File: src/rtl/noc_pkg.sv
// Shared NoC definitions: flit layout, flit type codes and default receive buffer depth.
package noc_pkg;

  localparam int unsigned FLIT_W    = 20;
  localparam int unsigned TYPE_MSB  = 19;
  localparam int unsigned TYPE_LSB  = 18;
  localparam int unsigned DEST_MSB  = 17;
  localparam int unsigned DEST_LSB  = 14;
  localparam int unsigned DEST_W    = DEST_MSB - DEST_LSB + 1;
  localparam int unsigned PAYLOAD_W = FLIT_W - 2 - DEST_W;
  localparam int unsigned NOC_DEPTH = 8;
  localparam int unsigned NOC_PTR_W = $clog2(NOC_DEPTH);

  typedef enum logic [1:0] {
    FT_IDLE = 2'b00,
    FT_HEAD = 2'b01,
    FT_BODY = 2'b10,
    FT_TAIL = 2'b11
  } flit_type_e;

  typedef struct packed {
    flit_type_e             ftype;
    logic [DEST_W-1:0]      dest;
    logic [PAYLOAD_W-1:0]   payload;
  } flit_t;

  typedef enum logic [1:0] {
    PKT_IDLE      = 2'b00,
    PKT_HEAD_WAIT = 2'b01,
    PKT_ACTIVE    = 2'b10
  } pkt_state_e;

  function automatic flit_type_e flit_type(input logic [FLIT_W-1:0] f);
    return flit_type_e'(f[TYPE_MSB:TYPE_LSB]);
  endfunction

endpackage

File: src/rtl/noc_sync_fifo.sv
// Flop-based synchronous FIFO; head entry is readable combinationally, push at full is
// accepted only when a pop frees the slot in the same cycle.
module noc_sync_fifo
  import noc_pkg::*;
#(
  parameter int unsigned DEPTH = NOC_DEPTH,
  parameter int unsigned WIDTH = FLIT_W
)
(
  input  logic                         clk,
  input  logic                         rst,
  input  logic                         push,
  input  logic [WIDTH-1:0]             wdata,
  input  logic                         pop,
  output logic [WIDTH-1:0]             rdata_c,
  output logic                         full_c,
  output logic                         empty_c,
  output logic                         overflow_c,
  output logic [$clog2(DEPTH):0]       count
);

  localparam int unsigned PTR_W = $clog2(DEPTH);
  localparam int unsigned CNT_W = PTR_W + 1;

  logic [WIDTH-1:0] mem [DEPTH];
  logic [PTR_W-1:0] wr_ptr;
  logic [PTR_W-1:0] rd_ptr;
  logic             push_ok;
  logic             pop_ok;

  assign full_c     = (count == CNT_W'(DEPTH));
  assign empty_c    = (count == '0);
  assign pop_ok     = pop && !empty_c;
  assign push_ok    = push && (!full_c || pop_ok);
  assign overflow_c = push && full_c && !pop_ok;
  assign rdata_c    = mem[rd_ptr];

  // Storage, pointers and occupancy; an overflowing push leaves all of them untouched.
  always_ff @(posedge clk or negedge rst) begin
    if (!rst) begin
      for (int i = 0; i < DEPTH; i++) mem[i] <= '0;
      wr_ptr <= '0;
      rd_ptr <= '0;
      count  <= '0;
    end else begin
      if (push_ok) begin
        mem[wr_ptr] <= wdata;
        wr_ptr      <= (wr_ptr == PTR_W'(DEPTH - 1)) ? '0 : wr_ptr + PTR_W'(1);
      end
      if (pop_ok) begin
        rd_ptr <= (rd_ptr == PTR_W'(DEPTH - 1)) ? '0 : rd_ptr + PTR_W'(1);
      end
      case ({push_ok, pop_ok})
        2'b10:   count <= count + CNT_W'(1);
        2'b01:   count <= count - CNT_W'(1);
        default: count <= count;
      endcase
    end
  end

endmodule

File: src/rtl/noc_credit_rx_port.sv
// Router receive port for a PE injection link: credit-protected flit FIFO, credit return
// pulse and packet route tracking. Define INBUF_OVERFLOW_CHK_EN to enable err_overflow.
module noc_credit_rx_port
  import noc_pkg::*;
#(
  parameter int unsigned DEPTH = NOC_DEPTH
)
(
  input  logic              clk,
  input  logic              rst,
  input  logic [FLIT_W-1:0] datain,
  input  logic              in_valid,
  output logic              co,
  output logic [FLIT_W-1:0] dataout,
  output logic              out_valid,
  input  logic              out_ready,
  output logic [DEST_W-1:0] route_dest,
  output logic              route_valid,
  output logic              err_overflow
);

  localparam int unsigned CNT_W = $clog2(DEPTH) + 1;

  logic             fifo_push;
  logic             fifo_pop;
  logic             fifo_full;
  logic             fifo_empty;
  logic             fifo_overflow;
  logic [CNT_W-1:0] fifo_count;

  pkt_state_e        state_q;
  pkt_state_e        state_d;
  logic [DEST_W-1:0] route_dest_d;
  logic              framing_err;
  flit_type_e        head_type;

  assign fifo_push = in_valid && (flit_type(datain) != FT_IDLE);
  assign out_valid = !fifo_empty;
  assign fifo_pop  = out_valid && out_ready;
  assign head_type = flit_type(dataout);

  noc_sync_fifo #(
    .DEPTH (DEPTH),
    .WIDTH (FLIT_W)
  ) u_fifo (
    .clk        (clk),
    .rst        (rst),
    .push       (fifo_push),
    .wdata      (datain),
    .pop        (fifo_pop),
    .rdata_c    (dataout),
    .full_c     (fifo_full),
    .empty_c    (fifo_empty),
    .overflow_c (fifo_overflow),
    .count      (fifo_count)
  );

  logic unused_fifo;
  assign unused_fifo = ^{fifo_full, fifo_count};

  // Packet tracking on the FIFO head; a head flit always (re)opens a route, even mid-packet.
  always_comb begin
    state_d      = state_q;
    route_dest_d = route_dest;
    framing_err  = 1'b0;
    if (!fifo_empty) begin
      if (head_type == FT_HEAD) begin
        route_dest_d = dataout[DEST_MSB:DEST_LSB];
        state_d      = fifo_pop ? PKT_ACTIVE : PKT_HEAD_WAIT;
      end else if (fifo_pop) begin
        case (state_q)
          PKT_ACTIVE: begin
            if (head_type == FT_TAIL) state_d = PKT_IDLE;
          end
          default: begin
            framing_err = 1'b1;
            state_d     = PKT_IDLE;
          end
        endcase
      end
    end
  end

  always_ff @(posedge clk or negedge rst) begin
    if (!rst) begin
      state_q     <= PKT_IDLE;
      route_dest  <= '0;
      route_valid <= 1'b0;
      co          <= 1'b0;
    end else begin
      state_q     <= state_d;
      route_dest  <= route_dest_d;
      route_valid <= (state_d != PKT_IDLE);
      co          <= fifo_pop;
    end
  end

`ifdef INBUF_OVERFLOW_CHK_EN
  // Sticky protocol error: credit overflow or body/tail without an open packet.
  always_ff @(posedge clk or negedge rst) begin
    if (!rst) begin
      err_overflow <= 1'b0;
    end else if (fifo_overflow || framing_err) begin
      err_overflow <= 1'b1;
    end
  end
`else
  assign err_overflow = 1'b0;
  logic unused_err;
  assign unused_err = ^{fifo_overflow, framing_err};
`endif

endmodule
File: config.mk
export PLATFORM = sky130hd
export DESIGN_NAME = noc_credit_rx_port
export DESIGN_NICKNAME = d
export VERILOG_FILES = /design/src/rtl/noc_pkg.sv /design/src/rtl/noc_sync_fifo.sv /design/src/rtl/noc_credit_rx_port.sv
export SDC_FILE = /design/constraint.sdc
export NUM_CORES = 1
export LEC_CHECK = 0
export ABC_AREA = 1
export BUFFER_PORTS_ARGS = -buffer_cell sky130_fd_sc_hd__buf_2
export CAP_MARGIN = 15
export CORE_MARGIN = 2
export CORE_UTILIZATION = 51
export DETAILED_ROUTE_END_ITERATION = 6
export PLACE_DENSITY = 0.75
export SETUP_SLACK_MARGIN = 0.02
export SYNTH_ARGS = -nofsm -noshare
export SYNTH_HDL_FRONTEND = slang
export SYNTH_SLANG_ARGS = --single-unit
File: constraint.sdc
create_clock -name clk -period 4.1 [get_ports clk]
set_clock_uncertainty 0.15 [all_clocks]
set_input_delay 1.025 -clock clk [delete_from_list [all_inputs] [get_ports clk]]
set_output_delay 1.025 -clock clk [all_outputs]
set_load 0.1 [all_outputs]
==> results.toml, run 1 <==
[timing]
fin_tns_setup_ps = 0
finalSetupViolations = 0
maxSlewHeadroom = 0.436
finalHoldViolCount = 0
fmax_ghz = 0.255
min_period_ps = 3930
post-route-period-util = 0.958
final_max_slew_viol_count = 0
hold_ws_ps = 324
worst_pin_slew_ps = 845
grt_setup_unrepaired = "false"

[layout]
diodes = 0
layout-drive-gt1-share = 0.112
area_delta_synth_final_pct = 14.5
finalNetCount = 1016
post-route-util = 0.592

[clock_network]
postCtsSetupBuffers = 0
tritoncts = "built"
root_buffer = "clkbuf_16"
htree_levels = 4
clk_latency_ps = 430
cts_resized = 0
cts_made_buffers = 17
clock_path_buffers = 2
hold_buffers = 0
path_clk_slew_ps = 60
cts.sink_count = 178

[floorplan]
core_area_um2 = 15700
row_count = 46
start_util = 0.517
io_pins = 52
die_area_um2 = 17000
die_h_um = 130
die_w_um = 130

[flow_run]
max_cap_violations = 0

[logic_synthesis]
synth_seq_cells = 178
yosys_warnings = 0
syn-cell-area_um2 = 8130
synth.avg_cell_area_um2 = 8.41
postSynthCellCount = 966
synth.yosys.seq_area_share = 0.548
syn_nets = 997
ys_types = 30

[grt]
grt.overflow.total = 0
antenna_found_initial = 0
globalRouteTotalUtil = 0.239
grt_start_max_net_pins = 87
first_global_vias = 6469
grt_pass1_wl_um = 31700

[critical_path]
critPathArrivalTime_ps = 2750
critPathKind = "flop to output pin"
cp.required_ps = 2920
end_kind = "output pin"
start_kind = "flop"
worst-path-max-fanout = 81

[detailed_routing]
wl_um = 18700
detail_route.wl_per_cell_um = 15.4
avgViaCountPerCell = 5.47
drt_pass1_iterations = 5
drc = 0
ant_nets = 0
first_iter_violations = 657
vias = 6627

[placement]
gp_congestion = 0.766
dp_hpwl_um = 10600
port_buffers = 50

[status]
status = "finished, final reports clean"

[worst_hold_path]
hold_class = "flop to flop"
-- metrics by stage --
| step | area [um^2] | setup WS [ps] | instances |
|---|---|---|---|
| after floorplan | 8130 | 257 | 966 |
| after global placement | 8670 | 770 | 1182 |
| after detailed placement | 8670 | 722 | 1182 |
| after CTS | 9310 | 219 | 1212 |
| after global routing | 9310 | 50.1 | 1212 |
| final | 9310 | 172 | 1212 |
-- cell families after synthesis --
group | after synthesis | synth area share
compound gates | 281 | 0.179
xor+xnor | 5 | 0.00539
fa+ha+maj | 7 | 0.0108
buf+inv | 116 | 0.0680
flops | 178 | 0.548
other cells | 1 | 0.000461
simple gates | 378 | 0.188
-- worst max-delay path, stage by stage (launching register included) --
cell and delay, ps:
dfrtp_2 600, inv_4 600, o21ai_0 190, o22ai_1 170, nor2_1 70, a31oi_1 370
buf_12 230
-- final timing paths --
kind	start	to	depth (start not counted)	slack, ps
min	route_dest[3]	route_dest[3]	2	320
max reg2reg	u_fifo.count[1]	u_fifo.count[2]	10	1550
min reg2reg	route_dest[3]	route_dest[3]	2	320
max	u_fifo.rd_ptr[0]	dataout[8]	6	170
min in group asynchronous	rst	u_fifo.mem[131]	1	480
max in group asynchronous	rst	u_fifo.rd_ptr[0]	2	2450
-- layout make-up --
type / instances / area (um^2)
Clock buffer: 22 / 494
Multi-Input combinational cell: 672 / 3120
Timing Repair Buffer: 63 / 619
Inverter: 53 / 201
Sequential cell: 178 / 4460
Tap cell: 216 / 270
Fill cell: 1373 / 6400
Clock inverter: 8 / 148
-- cell usage after synthesis (all sizes together) --
master	instances	share of area
dfrtp	178	0.55
o21a	1	0.00092
nand2	234	0.11
ha	7	0.011
xor2	1	0.0011
nand3	15	0.010
a21oi	3	0.0018
xnor2	4	0.0043
nand4	8	0.012
conb	1	0.00046
nor3	2	0.0018
clkbuf	10	0.0046
nor2	119	0.055
buf	53	0.039
o22ai	22	0.017
a31oi	14	0.011
o21ai	241	0.15
inv	53	0.025
-- metal layers --
metal / vias up / wire length, um / GRT usage
met5: - / 0 / 0
met2: 187 / 8960 / 0.388
li1: 3217 / - / -
met3: 20 / 1030 / 0.0500
met1: 3203 / 8450 / 0.323
met4: 0 / 248 / 0.0829
-- state kept, by name, indices dropped and copies added (netlist names) --
register,cells
route_valid,1
u_fifo.count,4
u_fifo.mem,160
route_dest,4
u_fifo.wr_ptr,3
co,1
state_q,2
u_fifo.rd_ptr,3
-- placed cells by master, fill, tap and decap left out, drive strengths merged, types with 4 or more instances in the layout --
| cell | count |
|---|---|
| o21ai | 241 |
| nand2 | 234 |
| dfrtp | 178 |
| nor2 | 119 |
| buf | 63 |
| inv | 55 |
| o22ai | 22 |
| clkbuf | 22 |
| nand3 | 15 |
| a31oi | 14 |
| nand4 | 8 |
| ha | 7 |
| xnor2 | 4 |
| bufinv | 4 |
Power of run 1 is not shown: default switching activity piles up to over one toggle a cycle in this logic, so the estimate is an artifact.
==> run 2: changes to the inputs <==
--- a/config.mk
+++ b/config.mk
@@ -8,8 +8,10 @@
 export ABC_AREA = 1
 export BUFFER_PORTS_ARGS = -buffer_cell sky130_fd_sc_hd__buf_2
 export CAP_MARGIN = 15
+export CORE_ASPECT_RATIO = 1.2
 export CORE_MARGIN = 2
 export CORE_UTILIZATION = 51
+export CTS_BUF_LIST = sky130_fd_sc_hd__clkbuf_16
 export DETAILED_ROUTE_END_ITERATION = 6
 export PLACE_DENSITY = 0.75
 export SETUP_SLACK_MARGIN = 0.02
==> constraint.sdc (replaced) <==
create_clock -name clk -period 4.7 [get_ports clk]
set_clock_uncertainty 0.15 [all_clocks]
set_input_delay 1.175 -clock clk [delete_from_list [all_inputs] [get_ports clk]]
set_output_delay 1.175 -clock clk [all_outputs]
set_load 0.1 [all_outputs]
==> run 2 against run 1 <==
Compared with the run above:
- via count fell by 0.92%
- sequential share of layout area rose by 1.7 points
- count of clock-buffer cells in the layout fell by 5
- routed wire length rose by 2.6%
- first-iteration DRC count fell by 19%
- register-to-register slack improved by 510 ps
- worst setup slack improved by 430 ps
- sequential cell count did not move
- non-clock buffer count fell by 2
- cell area fell by 3.4%
- final cell count fell by 0.74%
- global-route usage barely moved
==> results.toml, run 2 (synthesized netlist as in run 1, its figures left out) <==
[flow_run]
max_cap_violations = 0

[floorplan]
die_area_um2 = 17000
start_util = 0.522
die_w_um = 119
core_area_um2 = 15600
die_h_um = 142
row_count = 50
io_pins = 52

[worst_hold_path]
hp-start = "route_dest[0]"
hold_class = "flop to flop"

[clock_network]
clk_latency_ps = 430
cts_made_buffers = 17
cts.sink_count = 178
hold_buffers = 0
root_buffer = "clkbuf_16"
htree_levels = 4
tritoncts = "built"
clock_path_buffers = 2
cts_resized = 0
path_clk_slew_ps = 70
postCtsSetupBuffers = 0

[detailed_routing]
avgViaCountPerCell = 5.46
ant_nets = 0
detail_route.wl_per_cell_um = 15.9
drt_pass1_iterations = 5
drc = 0
wl_um = 19200
first_iter_violations = 533
vias = 6566

[timing]
worst_pin_slew_ps = 922
grt_setup_unrepaired = "false"
maxSlewHeadroom = 0.383
hold_ws_ps = 324
fmax_ghz = 0.244
finalSetupViolations = 0
final_max_slew_viol_count = 0
fin_tns_setup_ps = 0
finalHoldViolCount = 0
min_period_ps = 4100
post-route-period-util = 0.871

[critical_path]
critPathKind = "flop to output pin"
rrSetupSlack_ps = 2060
setup.worst_path.start = "u_fifo.rd_ptr[0]"
cp.required_ps = 3380
start_kind = "flop"
worst-path-max-fanout = 81
worstReg2RegStart = "u_fifo.count[2]"
end_kind = "output pin"
critPathArrivalTime_ps = 2770

[grt]
antenna_found_initial = 0
first_global_vias = 6362
grt.overflow.total = 0
grt_start_max_net_pins = 91
globalRouteTotalUtil = 0.240
grt_pass1_wl_um = 31800

[layout]
area_delta_synth_final_pct = 10.6
finalNetCount = 1014
largest_register = "u_fifo.mem"
layout-drive-gt1-share = 0.111
largest_reg_flops = 160
diodes = 0
layout_commonest_cell = "nand2_1"
mostFrequentLayoutCells = "233 x nand2_1, 177 x dfrtp_1, 139 x o21ai_0"
reg_top3 = "u_fifo.mem x160, route_dest x4, u_fifo.count x4"

[placement]
port_buffers = 50
gp_congestion = 0.767
dp_hpwl_um = 10800

[status]
status = "finished, final reports clean"
-- run 2: cell types whose count changed in the layout (fill, tap and decap cells not counted), moves of 2 or more --
cell        previous run  this run
buf_2                 33        49
clkbuf_8               5         0
buf_12                18         0
clkinv_4               0         3
clkinvlp_4             0         2
-- run 2: metrics by stage --
step	cells	area [um^2]	setup WS [ps]	util
floorplan	966	8130	707	-
global placement	1172	8380	1110	0.538
detailed placement	1172	8380	1090	0.538
CTS	1203	8990	618	0.577
global route	1203	8990	417	0.577
finish	1203	8990	604	0.577
-- run 2: path summary, 6_finish.rpt --
check | to | cells after the start
min reg2reg | route_dest[0] | 2
max in group asynchronous | u_fifo.mem[1] | 2
min in group asynchronous | u_fifo.mem[74] | 1
min | route_dest[0] | 2
max reg2reg | u_fifo.mem[7] | 8
max | dataout[8] | 6
-- run 2: metal layers --
layer / track usage / wire length (um) / vias up
li1: - / - / 3206
met1: 0.310 / 8510 / 3119
met2: 0.401 / 9230 / 214
met3: 0.0397 / 1020 / 27
met4: 0.105 / 395 / 0
met5: 0 / 0 / -
-- run 2: critical path, cell delays in order (launching register included) --
cell     delay (ps)
dfrtp_2         580
inv_4           640
o21ai_0         180
o22ai_1         160
nor2_1           50
a31oi_1         230
buf_2           470
-- run 2: cell type report --
type,instances,area (um^2)
clock buffers,17,425
multi-input cells,672,3120
fillers,1394,6590
inverters,53,201
flip-flops and latches,178,4460
clock inverters,14,189
repair buffers,61,339
well taps,208,260
Power of run 2 is left out for the same reason.
==> run 3: changes to the inputs <==
--- a/config.mk
+++ b/config.mk
@@ -17,4 +17,5 @@
 export SETUP_SLACK_MARGIN = 0.02
 export SYNTH_ARGS = -nofsm -noshare
 export SYNTH_HDL_FRONTEND = slang
+export SYNTH_HIERARCHICAL = 1
 export SYNTH_SLANG_ARGS = --single-unit
==> run 3 against run 2 <==
Compared with the run above:
- sequential cell count did not move
- register-to-register slack got worse by 240 ps
- final cell count rose by 3.8%
- critical path type unchanged
- largest cell class unchanged
==> results.toml, run 3 <==
[status]
status = "finished, final reports clean"

[clock_network]
htree_levels = 4
clk_latency_ps = 430
hold_buffers = 0
tritoncts = "built"
clock_path_buffers = 2
path_clk_slew_ps = 60
root_buffer = "clkbuf_16"
cts_resized = 0
postCtsSetupBuffers = 0
cts_made_buffers = 17
cts.sink_count = 178

[timing]
finalHoldViolCount = 0
fin_tns_setup_ps = 0
min_period_ps = 4120
final_max_slew_viol_count = 0
maxSlewHeadroom = 0.340
finalSetupViolations = 0
fmax_ghz = 0.243
grt_setup_unrepaired = "false"
worst_pin_slew_ps = 990
post-route-period-util = 0.876

[logic_synthesis]
synth.avg_cell_area_um2 = 8.33
postSynthCellCount = 1007
syn_nets = 1038
yosys_warnings = 6
syn-cell-area_um2 = 8390

[layout]
finalNetCount = 1055
mostFrequentLayoutCells = "257 x nand2_1, 208 x o21ai_0, 176 x dfrtp_1"
layout_commonest_cell = "nand2_1"
diodes = 0
reg_top3 = "u_fifo/mem x160, route_dest x4, u_fifo/count x4"
largest_register = "u_fifo/mem"
layout-drive-gt1-share = 0.116
area_delta_synth_final_pct = 9.81
largest_reg_flops = 160

[critical_path]
worst-path-max-fanout = 58
critPathArrivalTime_ps = 2790
path_common_cell = "nand2_1"
critPathSlowestCell = "dfrtp_2"
crit_chain = "buf_4 -> o21ai_0 -> o21ai_1 -> nand2_1 -> nand2_1 -> buf_2"
critPathKind = "flop to output pin"
end_kind = "output pin"
cp.required_ps = 3380
slowest_delay_ps = 1020
start_kind = "flop"

[detailed_routing]
ant_nets = 0
drc = 0
first_iter_violations = 580
drt_pass1_iterations = 5
detail_route.wl_per_cell_um = 15.4
wl_um = 19200
vias = 6768
avgViaCountPerCell = 5.42

[grt]
use_met2 = 0.389
grt_pass1_wl_um = 32400
use_met3 = 0.0473
grt_util_met1 = 0.315
grt_busiest_layer = "met2"
grt_start_max_net_pins = 91
grt.overflow.total = 0
globalRouteTotalUtil = 0.237
first_global_vias = 6502
antenna_found_initial = 0

[flow_run]
max_cap_violations = 0

[floorplan]
start_util = 0.520
die_area_um2 = 17500
row_count = 51
die_w_um = 121
io_pins = 52
die_h_um = 144
core_area_um2 = 16100

[placement]
port_buffers = 50
gp_congestion = 0.795
dp_hpwl_um = 11200

[worst_hold_path]
hold_class = "flop to flop"
-- run 3: worst max-delay path: cells and delay by family (launching register included) --
kind                   cells  cell delay, ps
AND/OR/NAND/NOR            2             190
flip-flops                 1            1020
AO/OA/AOI/OAI              2             280
buffers and inverters      2             850
-- run 3: final cells by class --
class	instances	area (um^2)
Clock buffer	17	425
Clock inverter	15	231
Fill cell	1471	6930
Inverter	48	180
Multi-Input combinational cell	716	3300
Sequential cell	178	4460
Tap cell	212	265
Timing Repair Buffer	63	354
-- run 3: per-layer routing --
metal / part of all wire / wire length [um]
met1: 0.45 / 8680
met2: 0.49 / 9450
met3: 0.043 / 823
met4: 0.014 / 277
met5: 0 / 0
-- run 3: path summary, 6_finish.rpt --
kind / from / end / slack, ps / cells after the start
setup reg to reg: u_fifo/count[2] / u_fifo/count[2] / 1820 / 15
min in group asynchronous: rst / u_fifo/mem[5] / 680 / 1
max in group asynchronous: rst / u_fifo/mem[92] / 2870 / 2
setup / recovery: u_fifo/rd_ptr[1] / dataout[0] / 580 / 6
hold reg to reg: u_fifo/mem[109] / u_fifo/mem[109] / 330 / 2
hold / removal: u_fifo/mem[109] / u_fifo/mem[109] / 330 / 2
-- run 3: per-stage QoR --
step                      hold slack, ps  setup slack [ps]  utilization  instance area, um^2  std cells
after floorplan                      298              1560            -                 8390       1007
after global placement               309              1050        0.530                 8560       1217
after detailed placement             317              1050        0.530                 8560       1217
after CTS                            334               577        0.571                 9210       1249
after global routing                 346               393        0.571                 9210       1249
final                                332               583        0.571                 9210       1249
Power of run 3 is left out for the same reason.
